**src/rtl/ascon_p_ctrl.sv**
```systemverilog
// Sequencing controller for an external Ascon-p12 permutation datapath.
// Loads five BW-bit words into the datapath state and runs the 12 rounds.
// Then streams the five result words out, with a watchdog on the round phase.
//
// Handshakes: a word moves on a channel only on a rising clock edge where
// valid and ready are both high. Valid never waits for ready. Data and last
// are held stable while valid is high and ready is low.
module ascon_p_ctrl #(
    parameter int BW      = 64,
    parameter int TIMEOUT = 15
) (
    input  logic          clk,
    input  logic          rstn,

    input  logic          s_valid,
    output logic          s_ready,
    input  logic [BW-1:0] s_data,

    output logic          m_valid,
    input  logic          m_ready,
    output logic [BW-1:0] m_data,
    output logic          m_last,

    output logic          busy,
    output logic          err,

    output logic          p_clr_n,
    output logic          p_en,
    output logic          p_en_inc,
    output logic [2:0]    p_slice_idx,
    output logic [BW-1:0] p_slice_in,
    input  logic [BW-1:0] p_slice_out,
    input  logic          p_done
);

    typedef enum logic [2:0] {
        IDLE   = 3'd0,
        CLR    = 3'd1,
        LOAD   = 3'd2,
        PERM   = 3'd3,
        RD_SET = 3'd4,
        RD_OUT = 3'd5
    } state_t;

    // Watchdog value seen during the TIMEOUT-th PERM cycle. If p_done is
    // still low in that cycle, the job is abandoned.
    localparam logic [3:0] WD_LAST = 4'(TIMEOUT - 1);

    state_t     state;
    logic [2:0] k;
    logic [3:0] wd;

    logic load_acc;
    logic rd_acc;
    logic perm_timeout;

    // Qualified events for the current cycle, decoded from registered state.
    always_comb begin
        load_acc     = 1'b0;
        rd_acc       = 1'b0;
        perm_timeout = 1'b0;
        if (state == LOAD) begin
            load_acc = s_valid & s_ready;
        end
        if (state == RD_OUT) begin
            rd_acc = m_valid & m_ready;
        end
        if (state == PERM) begin
            perm_timeout = ~p_done && (wd == WD_LAST);
        end
    end

    // Datapath strobes and pass-through data.
    // These must react in the same cycle to s_valid and p_done.
    // p_en is only possible while s_ready is high, which happens only in LOAD.
    // p_en_inc only fires in PERM, so the two strobes can never overlap.
    // m_data is gated by m_valid, so no stale slice is visible outside RD_OUT.
    always_comb begin
        p_en       = load_acc;
        p_en_inc   = (state == PERM) && ~p_done && ~perm_timeout;
        p_slice_in = (state == LOAD) ? s_data : '0;
        m_data     = m_valid ? p_slice_out : '0;
    end

    // Main FSM with registered handshake, status and slice-select outputs.
    always_ff @(posedge clk or negedge rstn) begin
        if (!rstn) begin
            state       <= IDLE;
            k           <= 3'd0;
            wd          <= 4'd0;
            err         <= 1'b0;
            s_ready     <= 1'b0;
            m_valid     <= 1'b0;
            m_last      <= 1'b0;
            busy        <= 1'b0;
            p_slice_idx <= 3'd0;
            p_clr_n     <= 1'b0;
        end else begin
            case (state)
                IDLE: begin
                    // Release the datapath clear left over from reset.
                    // The first word is only consumed once LOAD is reached.
                    p_clr_n     <= 1'b1;
                    p_slice_idx <= 3'd0;
                    if (s_valid) begin
                        state   <= CLR;
                        p_clr_n <= 1'b0;
                        busy    <= 1'b1;
                    end
                end

                CLR: begin
                    // One-cycle re-arm of the datapath state and round counter.
                    // This stops a stale p_done from being seen when PERM starts.
                    err         <= 1'b0;
                    k           <= 3'd0;
                    p_clr_n     <= 1'b1;
                    p_slice_idx <= 3'd0;
                    s_ready     <= 1'b1;
                    state       <= LOAD;
                end

                LOAD: begin
                    // A missing s_valid simply stalls here.
                    // The slice index follows k so it is ready for the next accept.
                    if (load_acc) begin
                        if (k == 3'd4) begin
                            k           <= 3'd0;
                            wd          <= 4'd0;
                            s_ready     <= 1'b0;
                            p_slice_idx <= 3'd0;
                            state       <= PERM;
                        end else begin
                            k           <= k + 3'd1;
                            p_slice_idx <= k + 3'd1;
                        end
                    end
                end

                PERM: begin
                    wd <= wd + 4'd1;
                    if (p_done) begin
                        p_slice_idx <= k;
                        state       <= RD_SET;
                    end else if (perm_timeout) begin
                        err   <= 1'b1;
                        busy  <= 1'b0;
                        state <= IDLE;
                    end
                end

                RD_SET: begin
                    // The datapath has one cycle of read latency.
                    // The slice selected during this cycle is presented in RD_OUT.
                    m_valid <= 1'b1;
                    m_last  <= (k == 3'd4);
                    state   <= RD_OUT;
                end

                RD_OUT: begin
                    // p_slice_idx is left alone under backpressure.
                    // This keeps the re-read slice, and so m_data, unchanged.
                    if (rd_acc) begin
                        m_valid <= 1'b0;
                        m_last  <= 1'b0;
                        if (k == 3'd4) begin
                            k           <= 3'd0;
                            p_slice_idx <= 3'd0;
                            busy        <= 1'b0;
                            state       <= IDLE;
                        end else begin
                            k           <= k + 3'd1;
                            p_slice_idx <= k + 3'd1;
                            state       <= RD_SET;
                        end
                    end
                end

                default: begin
                    state       <= IDLE;
                    k           <= 3'd0;
                    s_ready     <= 1'b0;
                    m_valid     <= 1'b0;
                    m_last      <= 1'b0;
                    busy        <= 1'b0;
                    p_slice_idx <= 3'd0;
                    p_clr_n     <= 1'b1;
                end
            endcase
        end
    end

endmodule
```
**config.mk**
```make
export PLATFORM = sky130hd
export DESIGN_NAME = ascon_p_ctrl
export DESIGN_NICKNAME = d
export VERILOG_FILES = /design/src/rtl/ascon_p_ctrl.sv
export SDC_FILE = /design/constraint.sdc
export NUM_CORES = 1
export LEC_CHECK = 0
export CAP_MARGIN = 15
export CORE_AREA = 5 5 102 104
export DETAILED_ROUTE_END_ITERATION = 8
export DIE_AREA = 0 0 107 109
export PLACE_DENSITY = 0.79
export SYNTH_ARGS = -nofsm -noshare
export SYNTH_HDL_FRONTEND = slang
export SYNTH_SLANG_ARGS = --single-unit
```
**constraint.sdc**
```tcl
create_clock -name clk -period 4.3 [get_ports clk]
set_input_delay 0.86 -clock clk [delete_from_list [all_inputs] [get_ports clk]]
set_output_delay 0.86 -clock clk [all_outputs]
set_load 0.03 [all_outputs]
```
Word level (Yosys, flattened, before mapping)

Index checks and enable logic that the tools add are counted.

$add $sub $neg: 2
Equality and inequality tests: 16
Multiplexer cells: 38
Bitwise gates (word level): 9
Reductions and logical operators: 19

Operators with widths:

| kind                                                                   | count |
|---|---|
| 64-bit 2-to-1 mux                                                      | 2 |
| 3-bit 2-to-1 mux                                                       | 11 |
| 3-bit one-hot mux with 6 select lines                                  | 1 |
| 1-bit 2-to-1 mux                                                       | 13 |
| 2-bit != test (second input constant)                                  | 6 |
| 3-bit one-hot mux with 4 select lines                                  | 1 |
| 3-bit AND reduction                                                    | 4 |
| 4-bit OR reduction                                                     | 3 |
| 3-bit equality test (second input constant)                            | 3 |
| 1-bit one-hot mux with 3 select lines                                  | 3 |
| 3-bit one-hot mux with 3 select lines                                  | 1 |
| 4-bit 2-to-1 mux                                                       | 2 |
| 4-bit one-hot mux with 2 select lines                                  | 1 |
| 1-bit NOT                                                              | 7 |
| 3-bit by 2-bit equality test with 1-bit output (second input constant) | 2 |
| 6-bit AND reduction                                                    | 1 |
| 3-bit OR reduction                                                     | 2 |
| 5-bit AND reduction                                                    | 1 |
| 4-bit by 1-bit adder with 4-bit output (second input constant)         | 1 |
| 4-bit equality test (second input constant)                            | 1 |
| 2-bit by 1-bit != test with 1-bit output (second input constant)       | 2 |
| 1-bit one-hot mux with 2 select lines                                  | 2 |
| 1-bit one-hot mux with 4 select lines                                  | 1 |
| 4-bit AND reduction                                                    | 1 |
| other kinds (8)                                                        | 12 |

Bits in registers: 19
Bits of input ports: 133
Output and inout bits: 139
Logic and storage cells: 94

Longest topological paths before layout

Depth in word-level cells: 6
Gate-level depth with buffers: 6
Depth with buffers taken out: 6

Least setup slack after synthesis

Ideal clock, no wire load.

Path kind: input port to output port
From: input p_done
To: output p_en_inc
Arrival: 1.687 ns
Data required time: 3.440 ns
Path slack: 1.753 ns
Stages: 1
Buffers on the path: 0
Cell sequence: nor3b_1

Cells in the longest elaborated chain, start to end: 5
Elaborated cells between the ends (all ways): 6
Classes of those cells: mux: 1; bitwise: 2; reduce/logical: 3

RTL lines:

| what                | line   | RTL |
|---|---|---|
| start: declaration  | 33     | `input logic p_done` |
| 1-bit NOT *         | 69, 80 |  |
| 1-bit logical AND   | 69     | `perm_timeout = ~p_done && (wd == WD_LAST);` |
| 1-bit 2-to-1 mux    | 68     | `if (state == PERM) begin` |
| 1-bit NOT           | 80     | `p_en_inc = (state == PERM) && ~p_done && ~perm_timeout;` |
| 1-bit logical AND * | 80     |  |
| end: declaration    | 29     | `output logic p_en_inc,` |

Every way passes the cells marked *; elsewhere a longest branch is shown, timed or not.

Final worst setup path

From: register state[1]
To: output p_slice_in[20]

Cells in the longest elaborated chain, start to end: 2

RTL lines:

| what                                           | line | RTL |
|---|---|---|
| start: declaration                             | 49   | `state_t state;` |
| start signal: assignment                       | 88   | `state <= IDLE;` |
| start signal: assignment                       | 106  | `state <= CLR;` |
| start signal: assignment                       | 120  | `state <= LOAD;` |
| 3-bit by 2-bit equality test with 1-bit output | 81   | `p_slice_in = (state == LOAD) ? s_data : '0;` |
| 64-bit 2-to-1 mux                              | 81   |  |
| end: declaration                               | 31   | `output logic [BW-1:0] p_slice_in,` |

Every way passes these cells.

==> flow_metrics.py <==
metrics = {
    "run_status": {
        "status": "complete, no violations",
    },
    "clock_network": {
        "clock_latency_ns": 0.25,
        "cts_buffers": 3,
        "clockBufferDepth": 2,
        "cts.htree.levels": 1,
        "clkSinkCount": 19,
        "hold_buffers": 0,
        "cts.clk_slew.worst_paths_ns": 0.07,
        "cts_root_buffer": "clkbuf_8",
        "cts_resized": 0,
        "post_cts_buffers": 0,
        "cts_tree": "yes",
    },
    "die": {
        "num_rows": 36,
        "dieWidth_um": 107,
        "chipHeight_um": 109,
        "pin_count": 272,
        "initial_core_util_pct": 20.62,
        "fp.coreArea_um2": 9459,
        "die_area_um2": 11660,
    },
    "sta": {
        "min_period_over_period_pct": 79.36,
        "fin_crit_ns": 3.412,
        "worstMarginPinSlew_ns": 0.8527,
        "relSlewSlack_pct": 42.98,
        "tns_ns": 0,
        "drv_slew": 0,
        "rsz0062_at_grt": "false",
        "setup_slack_ns": 0.8876,
        "setup_violations": 0,
        "hold_viol_final": 0,
        "clock_skew_ns": 0.003117,
        "fmax_mhz": 293.0,
    },
    "grt": {
        "grt-ovfl-total": 0,
        "grt_max_degree": 66,
        "grt_first_pass_wirelength_um": 14710,
        "grt_pass1_vias": 2788,
        "antenna_found_initial": 1,
        "gr-usage-all-layers_pct": 16.09,
    },
    "setup_path": {
        "cp.required_ns": 3.44,
        "crit_path_end_kind": "output port",
        "path_max_fanout": 64,
        "criticalPathCategory": "reg -> out",
        "start_kind": "flop",
        "worstPathArrival_ns": 2.55,
        "r2r_cells": 4,
    },
    "cells_and_area": {
        "synthToLayoutAreaGrowth_pct": 145.9,
        "design_area_um2": 4796,
        "drive_above_1_share_pct": 2.317,
        "finalNetCount": 656,
        "fin_cells": 632,
        "antenna_cells": 0,
    },
    "yosys": {
        "synth_top_cell_by_area": "and2_1",
        "synth_area_um2": 1951,
        "synth_seq_cells": 19,
        "syn_avg_cell_area_um2": 7.531,
        "synth.area.top_cells": "and2_1 (41%), dfrtp_1 (24%), clkbuf_1 (2.7%)",
        "synth_top_area_share_pct": 41.37,
        "yosys_warnings": 0,
        "synth_cell_type_count": 37,
        "syn_nets": 396,
        "netlist_instances": 259,
        "ys.flop_type": "dfrtp_1",
        "async_flop_share_pct": 100.0,
        "synth.most_common_cell": "and2_1",
        "ys_seq_area_share_pct": 24.37,
        "synth_edf_count": 0,
        "synthTopCellsByCount": "and2_1 (129), dfrtp_1 (19), clkbuf_1 (14)",
    },
    "pwr": {
        "ir_drop_mv": 0.2511,
        "leakagePower_nw": 1.858,
        "power_density_nw_per_um2": 569.3,
    },
    "place": {
        "gp_congestion": 0.8718,
        "place_area_um2": 4751,
        "place_ws_ns": 1.011,
        "placement.io_buffers": 271,
        "hpwlAfterDp_um": 8789,
        "placed_cells": 628,
    },
    "routing": {
        "vias_per_cell": 4.283,
        "vias": 2707,
        "post_drt_wl_per_cell_um": 16.10,
        "drt_iter0_markers": 78,
        "ant_nets": 0,
        "drc": 0,
        "dr.pass1.iters": 4,
        "drt-total-wl_um": 10180,
    },
    "worst_hold_path": {
        "holdCritPathClass": "reg -> reg",
        "holdPathStages": 1,
    },
    "flow_run": {
        "max_cap_violations": 0,
    },
}
## logic make-up (layout without fill, tap and decap cells)
| family | Yosys count | in the layout | synth area share (%) |
|---|---|---|---|
| multiplexers | 5 | 5 | 2.694 |
| buffers and inverters | 24 | 283 | 5.003 |
| AND/OR/NAND/NOR | 173 | 173 | 53.17 |
| flip-flops | 19 | 19 | 24.37 |
| AO/OA/AOI/OAI | 34 | 34 | 12.19 |
| adder cells (fa/ha/maj) | 4 | 4 | 2.566 |
## state kept, by name, summed over array words and instances (netlist names)
name and flops:
p_clr_n 1, p_slice_idx 3, state 3, m_last 1, s_ready 1, err 1, busy 1, wd 4
k 3, m_valid 1
## worst paths after layout
path	to	startpoint	slack (ns)
min reg2reg	m_last	m_last	0.51
max	p_slice_in[20]	state[1]	0.89
max reg2reg	busy	state[2]	2.61
min	m_last	m_last	0.51
min in group asynchronous	err	rstn	1.09
max in group asynchronous	p_slice_idx[1]	rstn	2.68
## layout make-up
type,instances,area (um2)
Sequential cell,19,475.5
Timing Repair Buffer,273,2728
Inverter,6,22.52
Multi-Input combinational cell,216,1383
Fill cell,891,4663
Clock buffer,4,45.04
Tap cell,114,142.6
## stage by stage
step | hold WS (ns) | power [mW] | util [%]
after floorplan | 0.5065 | 1.677 | -
after global placement | 0.4724 | 2.597 | 50.22
after global routing | 0.5179 | 2.903 | 50.70
final | 0.5105 | 2.730 | 50.70
after CTS | 0.5172 | 2.759 | 50.70
after detailed placement | 0.5014 | 2.627 | 50.22
## worst max-delay path, stage by stage (launching register included)
cell             delay (ns)
dfrtp_1                0.61
nor3b_2                0.30
buf_4                  0.43
and2_1                 0.24
clkdlybuf4s50_1        0.69
## where the power goes
| group | total (mW) | leakage [nW] | switching [mW] | internal [mW] |
|---|---|---|---|---|
| Combinational | 2.25 | 1.60 | 1.26 | 0.983 |
| Sequential | 0.365 | 0.232 | 0.114 | 0.251 |
| Clock | 0.121 | 0.0228 | 0.0549 | 0.0658 |
## per-layer routing
metal  vias up  global-route usage [%]  share of wire, %
li1       1354                       -                 -
met1      1232                   18.43                38
met2       110                   29.05                53
met3         9                   5.684               8.1
met4         2                   3.196              0.89
met5         -                       0              0.11
## placed cells by master, fill, tap and decap left out, types with 2 or more instances in the layout
cell             count
a211oi_1             2
a21oi_1              7
a31oi_1              2
a32o_1               2
and2_1             129
buf_4                2
clkbuf_8             3
clkdlybuf4s50_1    271
dfrtp_1             19
ha_1                 4
inv_1                5
mux2_2               2
mux2i_1              3
nand2_1             11
nand2b_1             2
nand3_1              3
nand3b_1             3
nor2_1              11
nor2b_1              4
nor3_1               2
o21ai_0             10
o2bb2ai_1            4
No activity file was read; power rests on OpenSTA's default activity.
